**src/rtl/operand_serializer_pkg.sv**
```systemverilog
// Shared definitions for the TPU operand-link serializer.
package operand_serializer_pkg;

    localparam int unsigned D_W_DEF  = 8;
    localparam int unsigned N_DEF    = 2;
    localparam int unsigned WORD_DEF = 8;

    localparam int unsigned BITS    = N_DEF * D_W_DEF;
    localparam int unsigned BIT_CW  = $clog2(BITS);
    localparam int unsigned BEAT_CW = $clog2(WORD_DEF + 1);

    typedef enum logic [1:0] {
        S_IDLE,
        S_WAIT,
        S_SHIFT,
        S_INIT
    } state_t;

    // Counter width that never collapses to zero bits.
    function automatic int unsigned cnt_width(input int unsigned n);
        return (n > 1) ? $clog2(n) : 1;
    endfunction

endpackage

```
**src/rtl/piso_shift.sv**
```systemverilog
// Parallel-in serial-out shift register, MSB first, zero fill so the
// serial output idles low once the loaded word has drained.
module piso_shift #(
    parameter int unsigned WIDTH = 16
) (
    input  logic             clk,
    input  logic             rst,
    input  logic             load,
    input  logic             shift,
    input  logic [WIDTH-1:0] din,
    output logic             dout
);

    logic [WIDTH-1:0] sr;

    always_ff @(posedge clk) begin
        if (rst) begin
            sr <= '0;
        end else if (load) begin
            sr <= din;
        end else if (shift) begin
            sr <= sr << 1;
        end
    end

    assign dout = sr[WIDTH-1];

endmodule

```
**src/rtl/operand_serializer.sv**
```systemverilog
// Host-side transmitter: takes X/Y operand vectors over valid/ready and
// streams them bit-serially, then pulses init/done after WORD beats.
module operand_serializer
    import operand_serializer_pkg::*;
#(
    parameter int unsigned D_W  = D_W_DEF,
    parameter int unsigned N    = N_DEF,
    parameter int unsigned WORD = WORD_DEF
) (
    input  logic             clk,
    input  logic             rst,
    input  logic             start,
    input  logic             vec_valid,
    output logic             vec_ready,
    input  logic [N*D_W-1:0] x_vec,
    input  logic [N*D_W-1:0] y_vec,
    output logic             data_in_x,
    output logic             data_in_y,
    output logic             load_en,
    output logic             init,
    output logic             busy,
    output logic             done
);

    localparam int unsigned NBITS  = N * D_W;
    localparam int unsigned CNT_W  = cnt_width(NBITS);
    localparam int unsigned BEAT_W = cnt_width(WORD + 1);

    state_t              state;
    state_t              state_n;
    logic [CNT_W-1:0]    bit_cnt;
    logic [CNT_W-1:0]    bit_n;
    logic [BEAT_W-1:0]   beat_cnt;
    logic [BEAT_W-1:0]   beat_n;
    logic                load;
    logic                shift;
    logic                hs;
    logic                last_bit;
    logic                more_beats;
    logic                ready_n;
    logic [NBITS-1:0]    x_pk;
    logic [NBITS-1:0]    y_pk;

    assign hs = vec_valid & vec_ready;

    // Word 0 goes into the top bits so it leaves the shifter first.
    always_comb begin
        x_pk = '0;
        y_pk = '0;
        for (int unsigned i = 0; i < N; i++) begin
            x_pk[(N-1-i)*D_W +: D_W] = x_vec[i*D_W +: D_W];
            y_pk[(N-1-i)*D_W +: D_W] = y_vec[i*D_W +: D_W];
        end
    end

    always_comb begin
        state_n    = state;
        bit_n      = bit_cnt;
        beat_n     = beat_cnt;
        load       = 1'b0;
        shift      = 1'b0;
        last_bit   = (bit_cnt == CNT_W'(NBITS - 1));
        more_beats = (beat_cnt < BEAT_W'(WORD));
        case (state)
            S_IDLE: begin
                if (start) begin
                    state_n = S_WAIT;
                    beat_n  = '0;
                end
            end
            S_WAIT: begin
                if (hs) begin
                    state_n = S_SHIFT;
                    bit_n   = '0;
                    beat_n  = beat_cnt + BEAT_W'(1);
                    load    = 1'b1;
                end
            end
            S_SHIFT: begin
                shift = 1'b1;
                if (!last_bit) begin
                    bit_n = bit_cnt + CNT_W'(1);
                end else if (hs) begin
                    // Next vector chained with no idle cycle.
                    bit_n  = '0;
                    beat_n = beat_cnt + BEAT_W'(1);
                    load   = 1'b1;
                end else if (more_beats) begin
                    state_n = S_WAIT;
                end else begin
                    state_n = S_INIT;
                end
            end
            S_INIT: begin
                state_n = S_IDLE;
            end
            default: begin
                state_n = S_IDLE;
            end
        endcase
        ready_n = (state_n == S_WAIT) ||
                  ((state_n == S_SHIFT) && (bit_n == CNT_W'(NBITS - 1)) &&
                   (beat_n < BEAT_W'(WORD)));
    end

    always_ff @(posedge clk) begin
        if (rst) begin
            state     <= S_IDLE;
            bit_cnt   <= '0;
            beat_cnt  <= '0;
            vec_ready <= 1'b0;
            load_en   <= 1'b0;
            init      <= 1'b0;
            done      <= 1'b0;
            busy      <= 1'b0;
        end else begin
            state     <= state_n;
            bit_cnt   <= bit_n;
            beat_cnt  <= beat_n;
            vec_ready <= ready_n;
            load_en   <= (state_n == S_SHIFT);
            init      <= (state_n == S_INIT);
            done      <= (state_n == S_INIT);
            busy      <= (state_n != S_IDLE);
        end
    end

    piso_shift #(
        .WIDTH(NBITS)
    ) u_piso_x (
        .clk   (clk),
        .rst   (rst),
        .load  (load),
        .shift (shift),
        .din   (x_pk),
        .dout  (data_in_x)
    );

    piso_shift #(
        .WIDTH(NBITS)
    ) u_piso_y (
        .clk   (clk),
        .rst   (rst),
        .load  (load),
        .shift (shift),
        .din   (y_pk),
        .dout  (data_in_y)
    );

endmodule

```
**config.mk**
```make
export PLATFORM = sky130hd
export DESIGN_NAME = operand_serializer
export DESIGN_NICKNAME = d
export VERILOG_FILES = /design/src/rtl/operand_serializer_pkg.sv /design/src/rtl/piso_shift.sv /design/src/rtl/operand_serializer.sv
export SDC_FILE = /design/constraint.sdc
export NUM_CORES = 1
export LEC_CHECK = 0
export BUFFER_PORTS_ARGS = -buffer_cell sky130_fd_sc_hd__buf_4
export CAP_MARGIN = 20
export CORE_MARGIN = 2
export CORE_UTILIZATION = 47
export CTS_CLUSTER_DIAMETER = 150
export CTS_CLUSTER_SIZE = 20
export DETAILED_ROUTE_END_ITERATION = 10
export PLACE_DENSITY = 0.78
export SLEW_MARGIN = 0
export SYNTH_ARGS = -nofsm -noshare
export SYNTH_HDL_FRONTEND = slang
export SYNTH_HIERARCHICAL = 1
export SYNTH_SLANG_ARGS = --single-unit
```
**constraint.sdc**
```tcl
create_clock -name clk -period 2.1 [get_ports clk]
set_input_delay 0.42 -clock clk [delete_from_list [all_inputs] [get_ports clk]]
set_output_delay 0.42 -clock clk [all_outputs]
set_load 0.1 [all_outputs]
```
==> results.toml, run 1 <==
[global_route]
grt.met1_usage_pct = 22.0
grt_pass1_wl_um = 7780
grt_max_degree = 26
antenna_found_initial = 0
grt_pass1_vias = 1818
grt_util_met3_pct = 3.97
met2_usage_pct = 30.0
grt-busiest-layer = "met2"
grt-ovfl-total = 0
grt_usage_pct = 17.8

[floorplan]
core_area_um2 = 5010
pin_count = 43
initial_utilization_pct = 48.0
die_h_um = 75.5
die_w_um = 75.5
die_area_um2 = 5700
num_rows = 26

[logic_synthesis]
yosysWarnings = 6
synth_flop_cell = "dfxtp_1"
synth_area_per_cell_um2 = 9.94
ys_types = 47
yosysSeqAreaShare_pct = 38.3
netlist_instances = 242
async_reset_ff_share_pct = 0
synthesis.area_um2 = 2400
syn_nets = 284
synth_edf_count = 0
ys_ff_latch = 46

[cells_and_area]
stdcell_area_um2 = 2870
drive_gt1_share_pct = 27.6
fin_cells = 356
nets = 327
diodes = 0
syn_to_final_growth_pct = 19.4
final_util_pct = 57.3

[critical_path]
required_ns = 2.28
r2r-start = "state[0]$_SDFF_PP0_"
r2r-end = "vec_ready$_SDFF_PP0_"
reg2reg_depth = 6
ff2ff_setup_slack_ns = 0.10
path_max_fanout = 6
end_kind = "flop"
cp_num_buf_inv = 1
crit_path_max_incr_delay_ns = 0.57
worst-setup-path-type = "flop to flop"
cp_cell_sequence = "inv_1, ha_1, or4_1, a21oi_1, or3_1, o41ai_2"
start_kind = "flop"
crit_family = "simple AND/OR/NAND/NOR gates"
critPathSlowestCell = "or4_1"
arrival_ns = 2.18

[pwr]
power_frac_clock_pct = 32.8
ir_drop_uv = 409
power_switching_w = 0.000407
power_density_nw_per_um2 = 575
power.static_leakage_nw = 0.997
pwr-share-seq_pct = 54.2
p_sw_share_pct = 24.7
p_comb_share_pct = 13.0
p_int_w = 0.00124

[timing]
layout_setup_ws_ns = 0.101
rsz0062_at_grt = "no"
hold_viol_final = 0
skew_ns = 0.00711
min_period_over_period_pct = 95.2
max_freq_mhz = 500
drv_slew = 0
final-setup-viol-count = 0
tns_ns = 0
relSlewSlack_pct = 61.6
period_needed_ns = 2.00
worst_pin_slew_ns = 0.569

[min_path]
whs_endpoint = "u_piso_x/sr[0]$_SDFFE_PP0P_"
min-delay-start = "x_vec[8]"
hp-class = "input pin to flop"
whs_path_depth = 3

[clocking]
clockRootBuffer = "clkbuf_8"
clk-insertion-delay-late_ns = 0.29
clock_path_buffers = 2
path_clk_slew_ns = 0.08
numCtsBuffers = 5
clkSinkCount = 46
ctsHoldBuffers = 0
tritoncts = "built"
htree_levels = 2

[routing]
final_antenna_net_count = 0
route.detailed.drc = 0
dr.first_iter.drc_count = 157
wire_per_inst_um = 13.0
vias_per_cell = 5.31
drt_first_pass_iters = 4
vias = 1889
routed_wl_um = 4630

[placement]
dp_hpwl_um = 3310
dpl_worst_slack_ns = 0.0577
routabilityCongestion = 0.858
placed_cells = 345
numPortBuffers = 42
dpl-instance-area_um2 = 2730

[outcome]
status = "completed"

[job]
drv_cap = 0
-- worst max path at each step --
stage | start | to | depth (start not counted) | slack, ns
after floorplan | vec_ready$_SDFF_PP0_ | vec_ready$_SDFF_PP0_ | 5 | 0.07
after global placement | state[0]$_SDFF_PP0_ | vec_ready$_SDFF_PP0_ | 7 | 0.10
after detailed placement | bit_cnt[0]$_SDFF_PP0_ | u_piso_y/sr[11]$_SDFFE_PP0P_ | 6 | 0.06
after CTS | bit_cnt[0]$_SDFF_PP0_ | u_piso_y/sr[11]$_SDFFE_PP0P_ | 6 | 0.02
after global routing | state[0]$_SDFF_PP0_ | vec_ready$_SDFF_PP0_ | 7 | 0.007
final | state[0]$_SDFF_PP0_ | vec_ready$_SDFF_PP0_ | 6 | 0.10
-- cells in the mapped netlist (2+ instances only) --
master / n / share of area (%)
a21oi_1: 9 / 1.9
a21o_1: 2 / 0.62
a211oi_2: 7 / 3.6
a211oi_1: 26 / 8.1
nor2b_1: 30 / 7.8
dfxtp_1: 46 / 38
buf_4: 3 / 0.94
nor3_1: 4 / 0.83
nand2_1: 11 / 1.7
nor2_1: 11 / 1.7
a31oi_1: 2 / 0.52
buf_2: 3 / 0.62
buf_6: 3 / 1.4
and2_1: 2 / 0.52
or4_1: 2 / 0.62
and2b_1: 2 / 0.62
or3b_1: 2 / 0.73
buf_12: 2 / 1.7
ha_1: 6 / 3.1
nand3_1: 2 / 0.42
inv_1: 8 / 1.2
clkbuf_1: 4 / 0.62
mux2i_1: 31 / 13
-- power by group through the flow --
| stage | logic, W | registers [W] | clock network (W) |
|---|---|---|---|
| 2_1_floorplan | 0.0000927 | 0.000950 | 0 |
| 3_3_place_gp | 0.000209 | 0.000914 | 0 |
| 3_5_place_dp | 0.000210 | 0.000915 | 0 |
| 4_1_cts | 0.000211 | 0.000894 | 0.000561 |
| 5_1_grt | 0.000232 | 0.000896 | 0.000585 |
| 6_report | 0.000214 | 0.000894 | 0.000541 |
-- layout by cell type, fill, tap and decap left out, drive strengths merged, types with 2 or more instances in the layout --
master,count
a211oi,33
a21oi,9
and2,2
nor2b,30
mux2i,31
a31oi,2
ha,6
nor3,4
dfxtp,46
o41ai,2
nand2,11
nand3,2
inv,6
and2b,2
or4,2
or3b,2
o21ai,2
a21o,2
buf,53
clkinvlp,2
clkbuf,7
nor2,11
and3,2
-- tightest hold or removal path: cells and delay by family --
family	cells	cell delay [ns]
buffers and inverters	1	0.11
and+or+nand+nor	1	0.05
AOI/OAI and AO/OA	1	0.05
-- area by class of cell --
class	count	area, um^2
flip-flops and latches	46	922
fillers	458	2140
clock inverters	1	5.00
clock buffers	7	86.3
multi-input cells	171	1330
well taps	70	87.6
repair buffers	53	398
inverters	8	37.5
-- stage by stage --
stage	hold slack, ns	power (W)
finish	0.390	0.00165
detailed placement	0.526	0.00112
floorplan	0.480	0.00104
global route	0.393	0.00171
CTS	0.380	0.00167
global placement	0.500	0.00112
-- routing by layer --
metal,share of wire [%],up-vias
met4,1.1,0
met1,44,871
met3,4.0,4
met2,51,47
li1,-,967
met5,0,-
-- cell families after synthesis --
kind of cell             Yosys count  synth area share (%)
flip-flops                        46                  38.3
multiplexers                      31                  12.9
adder cells (fa/ha/maj)            6                  3.12
AO/OA/AOI/OAI                     61                  21.0
AND/OR/NAND/NOR                   71                  16.8
XOR/XNOR                           2                 0.729
buffers and inverters             25                  7.23
-- sequential cells by signal, indices dropped and copies added (netlist names) --
| name | cells |
|---|---|
| done | 1 |
| load_en | 1 |
| u_piso_y/sr | 16 |
| busy | 1 |
| bit_cnt | 4 |
| vec_ready | 1 |
| beat_cnt | 4 |
| state | 2 |
| u_piso_x/sr | 16 |
-- repair_timing --
item | CTS | global route
gates resized for setup | 0 | 6
setup buffers | 0 | 3
endpoints found under the setup margin | 0 | 31
endpoints found under the hold margin | 0 | 0
Power figures use the tool's default switching activity.
==> run 2: changes to the inputs <==
--- a/config.mk
+++ b/config.mk
@@ -8,11 +8,11 @@
 export BUFFER_PORTS_ARGS = -buffer_cell sky130_fd_sc_hd__buf_4
 export CAP_MARGIN = 20
 export CORE_MARGIN = 2
-export CORE_UTILIZATION = 47
+export CORE_UTILIZATION = 50
 export CTS_CLUSTER_DIAMETER = 150
 export CTS_CLUSTER_SIZE = 20
 export DETAILED_ROUTE_END_ITERATION = 10
-export PLACE_DENSITY = 0.78
+export PLACE_DENSITY = 0.82
 export SLEW_MARGIN = 0
 export SYNTH_ARGS = -nofsm -noshare
 export SYNTH_HDL_FRONTEND = slang
==> constraint.sdc (replaced) <==
create_clock -name clk -period 2.1 [get_ports clk]
set_input_delay 0.42 -clock clk [delete_from_list [all_inputs] [get_ports clk]]
set_output_delay 0.42 -clock clk [all_outputs]
set_load 0.05 [all_outputs]
==> results.toml, run 2 (same netlist as run 1, synthesis figures left out) <==
[clocking]
tritoncts = "built"
numCtsBuffers = 5
htree_levels = 2
ctsHoldBuffers = 0
clock_path_buffers = 2
clockRootBuffer = "clkbuf_8"
clk-insertion-delay-late_ns = 0.30
clkSinkCount = 46
path_clk_slew_ns = 0.08

[timing]
final-setup-viol-count = 0
min_period_over_period_pct = 94.4
relSlewSlack_pct = 66.3
max_freq_mhz = 505
period_needed_ns = 1.98
skew_ns = 0.00725
hold_viol_final = 0
worst_pin_slew_ns = 0.499
drv_slew = 0

[global_route]
grt_usage_pct = 19.5
grt_pass1_vias = 1861
antenna_found_initial = 0
grt-ovfl-total = 0
grt_pass1_wl_um = 8180
grt_max_degree = 37

[critical_path]
arrival_ns = 2.19
start_kind = "flop"
required_ns = 2.31
crit_path_max_incr_delay_ns = 0.37
worst-setup-path-type = "flop to flop"
cp_num_buf_inv = 2
end_kind = "flop"
cp_common_cell = "inv_1"
crit_family = "compound AO/OA/AOI/OAI gates"
critPathSlowestCell = "or3_1"
cp_cell_sequence = "inv_1, ha_2, inv_1, o21ai_2, a22oi_1, or3_1, o41ai_2"
path_max_fanout = 6

[routing]
vias = 1923
drt_first_pass_iters = 4
vias_per_cell = 5.76
wire_per_inst_um = 14.2
dr.first_iter.drc_count = 70
routed_wl_um = 4750
final_antenna_net_count = 0
route.detailed.drc = 0

[floorplan]
die_h_um = 73.4
pin_count = 43
num_rows = 25
core_area_um2 = 4690
die_area_um2 = 5380
die_w_um = 73.4
initial_utilization_pct = 51.3

[cells_and_area]
final_common_cell = "dfxtp_1"
largestRegisters = "u_piso_x/sr: 16 flops, u_piso_y/sr: 16 flops"
drive_gt1_share_pct = 26.8
final_util_pct = 60.2
final_cell_mix = "dfxtp_1 (45), buf_4 (44), mux2i_1 (31), nor2b_1 (30), a211oi_1 (26)"
nets = 322
syn_to_final_growth_pct = 17.5
diodes = 0

[pwr]
power.static_leakage_nw = 0.973
power_w = 0.00159
ir_drop_uv = 442
power_density_nw_per_um2 = 562

[min_path]
hp-class = "input pin to flop"

[placement]
dp_hpwl_um = 3390
numPortBuffers = 42
routabilityCongestion = 0.893

[outcome]
status = "completed"

[job]
drv_cap = 0
[run 2: changes by cell type in the layout (fill, tap and decap cells not counted), sizes merged]
cell      previous run  this run
clkinvlp             2         3
clkinv               1         2
clkbuf               7         5
buf                 53        47
[run 2: metal layers]
layer / GRT usage, % / up-vias / wire length [um]
li1: - / 962 / -
met3: 4.66 / 10 / 188
met2: 32.0 / 44 / 2380
met1: 24.4 / 907 / 2070
met5: 0 / - / 0
met4: 8.48 / 0 / 107
[run 2: power by group]
group / leakage, nW / internal [W] / switching [W]
registers: 0.372 / 0.000885 / 0.00000888
logic: 0.557 / 0.0000878 / 0.000102
clock network: 0.0438 / 0.000223 / 0.000281
total: 0.973 / 0.00120 / 0.000392
[run 2: what timing repair did]
action	4_1_cts	5_1_grt
resized for setup	1	9
endpoints found under the setup margin	3	31
buffers inserted	1	0
gates cloned	0	1
[run 2: final cells by class]
class,instances,area (um^2)
fillers,415,1870
multi-input cells,171,1330
flip-flops and latches,46,922
repair buffers,47,382
clock buffers,5,68.8
well taps,54,67.6
inverters,8,37.5
clock inverters,2,10.0
repair inverters,1,7.51
[run 2: worst reg2reg max path: cells and delay by family, from the launching register on]
family	cells	cell delay (ns)
flip-flops	1	0.36
buffers and inverters	2	0.23
AND/OR/NAND/NOR	1	0.37
AO/OA/AOI/OAI	3	0.66
adder cells (fa/ha/maj)	1	0.27
[run 2: stage by stage]
stage                     hold slack (ns)  setup TNS (ns)  area (um^2)  instances  setup slack [ns]
final                               0.390               0         2830        334             0.118
after detailed placement            0.523         -0.0179         2690        325           -0.0179
after global placement              0.495               0         2690        325            0.0952
after global routing                0.389        -0.00628         2830        334          -0.00528
after floorplan                     0.480               0         2400        242          0.000867
after CTS                           0.383               0         2790        333           0.00783
[run 2: final timing paths]
kind	startpoint	to	slack, ns	cells after the start
min	y_vec[8]	u_piso_y/sr[0]$_SDFFE_PP0P_	0.39	3
max reg2reg	state[1]$_SDFF_PP0_	vec_ready$_SDFF_PP0_	0.12	7
max	state[1]$_SDFF_PP0_	vec_ready$_SDFF_PP0_	0.12	7
min reg2reg	beat_cnt[2]$_SDFFE_PP0P_	beat_cnt[2]$_SDFFE_PP0P_	0.54	2
==> run 3: changes to the inputs <==
--- a/config.mk
+++ b/config.mk
@@ -8,12 +8,13 @@
 export BUFFER_PORTS_ARGS = -buffer_cell sky130_fd_sc_hd__buf_4
 export CAP_MARGIN = 20
 export CORE_MARGIN = 2
-export CORE_UTILIZATION = 50
+export CORE_UTILIZATION = 52
+export CTS_BUF_LIST = sky130_fd_sc_hd__clkbuf_2
 export CTS_CLUSTER_DIAMETER = 150
 export CTS_CLUSTER_SIZE = 20
 export DETAILED_ROUTE_END_ITERATION = 10
-export PLACE_DENSITY = 0.82
-export SLEW_MARGIN = 0
+export PLACE_DENSITY = 0.84
+export SLEW_MARGIN = 20
 export SYNTH_ARGS = -nofsm -noshare
 export SYNTH_HDL_FRONTEND = slang
 export SYNTH_HIERARCHICAL = 1
==> results.toml, run 3 (same netlist as run 1, synthesis figures left out) <==
[cells_and_area]
final_common_cell = "buf_4"
final_cell_mix = "buf_4 (54), dfxtp_1 (43), mux2i_1 (31), nor2b_1 (30), a211oi_1 (26)"
multi_input_area_um2 = 1330
fin_cells = 339
fillers = 372
drive_gt1_share_pct = 28.6
seqCellArea_um2 = 925
final_util_pct = 63.4
nets = 328
syn_to_final_growth_pct = 16.4
largestRegisters = "u_piso_x/sr: 16 flops, u_piso_y/sr: 16 flops"
diodes = 0

[pwr]
p_sw_share_pct = 27.2
pwr-share-seq_pct = 61.8
power_frac_clock_pct = 24.6
power_w = 0.00145
ir_drop_uv = 319
power.static_leakage_nw = 0.981
power_switching_w = 0.000394
p_int_w = 0.00106
power_density_nw_per_um2 = 518
p_comb_share_pct = 13.5

[routing]
dr.first_iter.drc_count = 101
met1_length_um = 2280
vias_per_cell = 5.59
top_layer_used = "met4"
wl_met2_um = 2310
route.detailed.drc = 0
drt_first_pass_iters = 4
routed_wl_um = 4830
final_antenna_net_count = 0
wl_met3_um = 154
vias = 1895
wire_per_inst_um = 14.2

[floorplan]
core_area_um2 = 4410
die_w_um = 72.0
num_rows = 24
die_h_um = 72.0
die_area_um2 = 5180
pin_count = 43
initial_utilization_pct = 54.5

[critical_path]
reg2reg_depth = 7
path_max_fanout = 15
arrival_ns = 2.33
end_kind = "flop"
ff2ff_setup_slack_ns = 0.13
r2r-start = "bit_cnt[1]$_SDFF_PP0_"
startpoint = "bit_cnt[1]$_SDFF_PP0_"
required_ns = 2.45
worst-setup-path-type = "flop to flop"
start_kind = "flop"
r2r-end = "u_piso_y/sr[12]$_SDFFE_PP0P_"
setup.worst_path.end = "u_piso_y/sr[12]$_SDFFE_PP0P_"

[clocking]
tritoncts = "built"
htree_levels = 2
path_clk_slew_ns = 0.22
clockRootBuffer = "clkbuf_2"
clk-insertion-delay-late_ns = 0.42
clock_path_buffers = 2
clkSinkCount = 46
numCtsBuffers = 5

[placement]
numPortBuffers = 42
dp_hpwl_um = 3540
routabilityCongestion = 0.831
placed_cells = 328

[timing]
worst_pin_slew_ns = 0.597
skew_ns = 0.0170
tns_ns = 0
hold_viol_final = 0
min_period_over_period_pct = 93.8
max_freq_mhz = 508
final-setup-viol-count = 0
relSlewSlack_pct = 59.7
timing.hold.ws_ns = 0.240
period_needed_ns = 1.97
drv_slew = 0

[global_route]
antenna_found_initial = 0
grt_pass1_vias = 1787
grt-ovfl-total = 0
grt_usage_pct = 19.7
grt_max_degree = 26
grt_pass1_wl_um = 8140

[min_path]
hp-class = "input pin to flop"

[outcome]
status = "completed"

[job]
drv_cap = 0
run 3: stage by stage:
| step | setup WS, ns | cell area, um^2 |
|---|---|---|
| after global placement | 0.199 | 2710 |
| after CTS | 0.0210 | 2760 |
| after floorplan | 0.000867 | 2400 |
| after global routing | -0.0153 | 2800 |
| after detailed placement | 0.0884 | 2710 |
| final | 0.130 | 2800 |
run 3: how the worst min path moves through the flow:
stage | end | cells after the start | start | slack (ns)
finish | u_piso_x/sr[0]$_SDFFE_PP0P_ | 3 | x_vec[8] | 0.24
global route | u_piso_x/sr[0]$_SDFFE_PP0P_ | 3 | x_vec[8] | 0.18
CTS | u_piso_x/sr[0]$_SDFFE_PP0P_ | 3 | x_vec[8] | 0.22
detailed placement | beat_cnt[1]$_SDFFE_PP0P_ | 2 | beat_cnt[1]$_SDFFE_PP0P_ | 0.52
global placement | beat_cnt[2]$_SDFFE_PP0P_ | 2 | beat_cnt[2]$_SDFFE_PP0P_ | 0.50
floorplan | beat_cnt[2]$_SDFFE_PP0P_ | 2 | beat_cnt[2]$_SDFFE_PP0P_ | 0.48
run 3: cell type report:
type | instances | share of cell area [%]
Multi-Input combinational cell | 171 | 47.4
Sequential cell | 46 | 33.0
Timing Repair Buffer | 54 | 14.5
Tap cell | 52 | 2.32
Inverter | 8 | 1.34
Clock buffer | 5 | 0.894
Clock inverter | 3 | 0.581
run 3: what timing repair did:
| action | CTS | global route |
|---|---|---|
| setup buffers | 0 | 3 |
| endpoints found under the hold margin | 0 | 0 |
| endpoints found under the setup margin | 0 | 31 |
| hold buffers | 0 | 0 |
| gates resized for setup | 0 | 8 |
run 3: critical path, stage by stage (launching register included):
cell and delay (ns):
dfxtp_1 0.45, ha_2 0.26, and3_1 0.29, a21oi_1 0.14
nor2_4 0.24, clkinvlp_4 0.12, buf_4 0.20, a211oi_1 0.22
run 3: per-layer routing:
| metal | global-route usage [%] | vias to the layer above |
|---|---|---|
| met5 | 0 | - |
| met4 | 8.39 | 0 |
| met3 | 3.75 | 8 |
| met2 | 32.1 | 40 |
| met1 | 25.7 | 878 |
| li1 | - | 969 |
run 3: power by group through the flow:
stage	clock (W)	combinational (W)	sequential (W)
2_1_floorplan	0	0.0000920	0.000930
3_3_place_gp	0	0.000187	0.000914
3_5_place_dp	0	0.000191	0.000914
4_1_cts	0.000364	0.000192	0.000898
5_1_grt	0.000401	0.000214	0.000901
6_report	0.000357	0.000197	0.000898
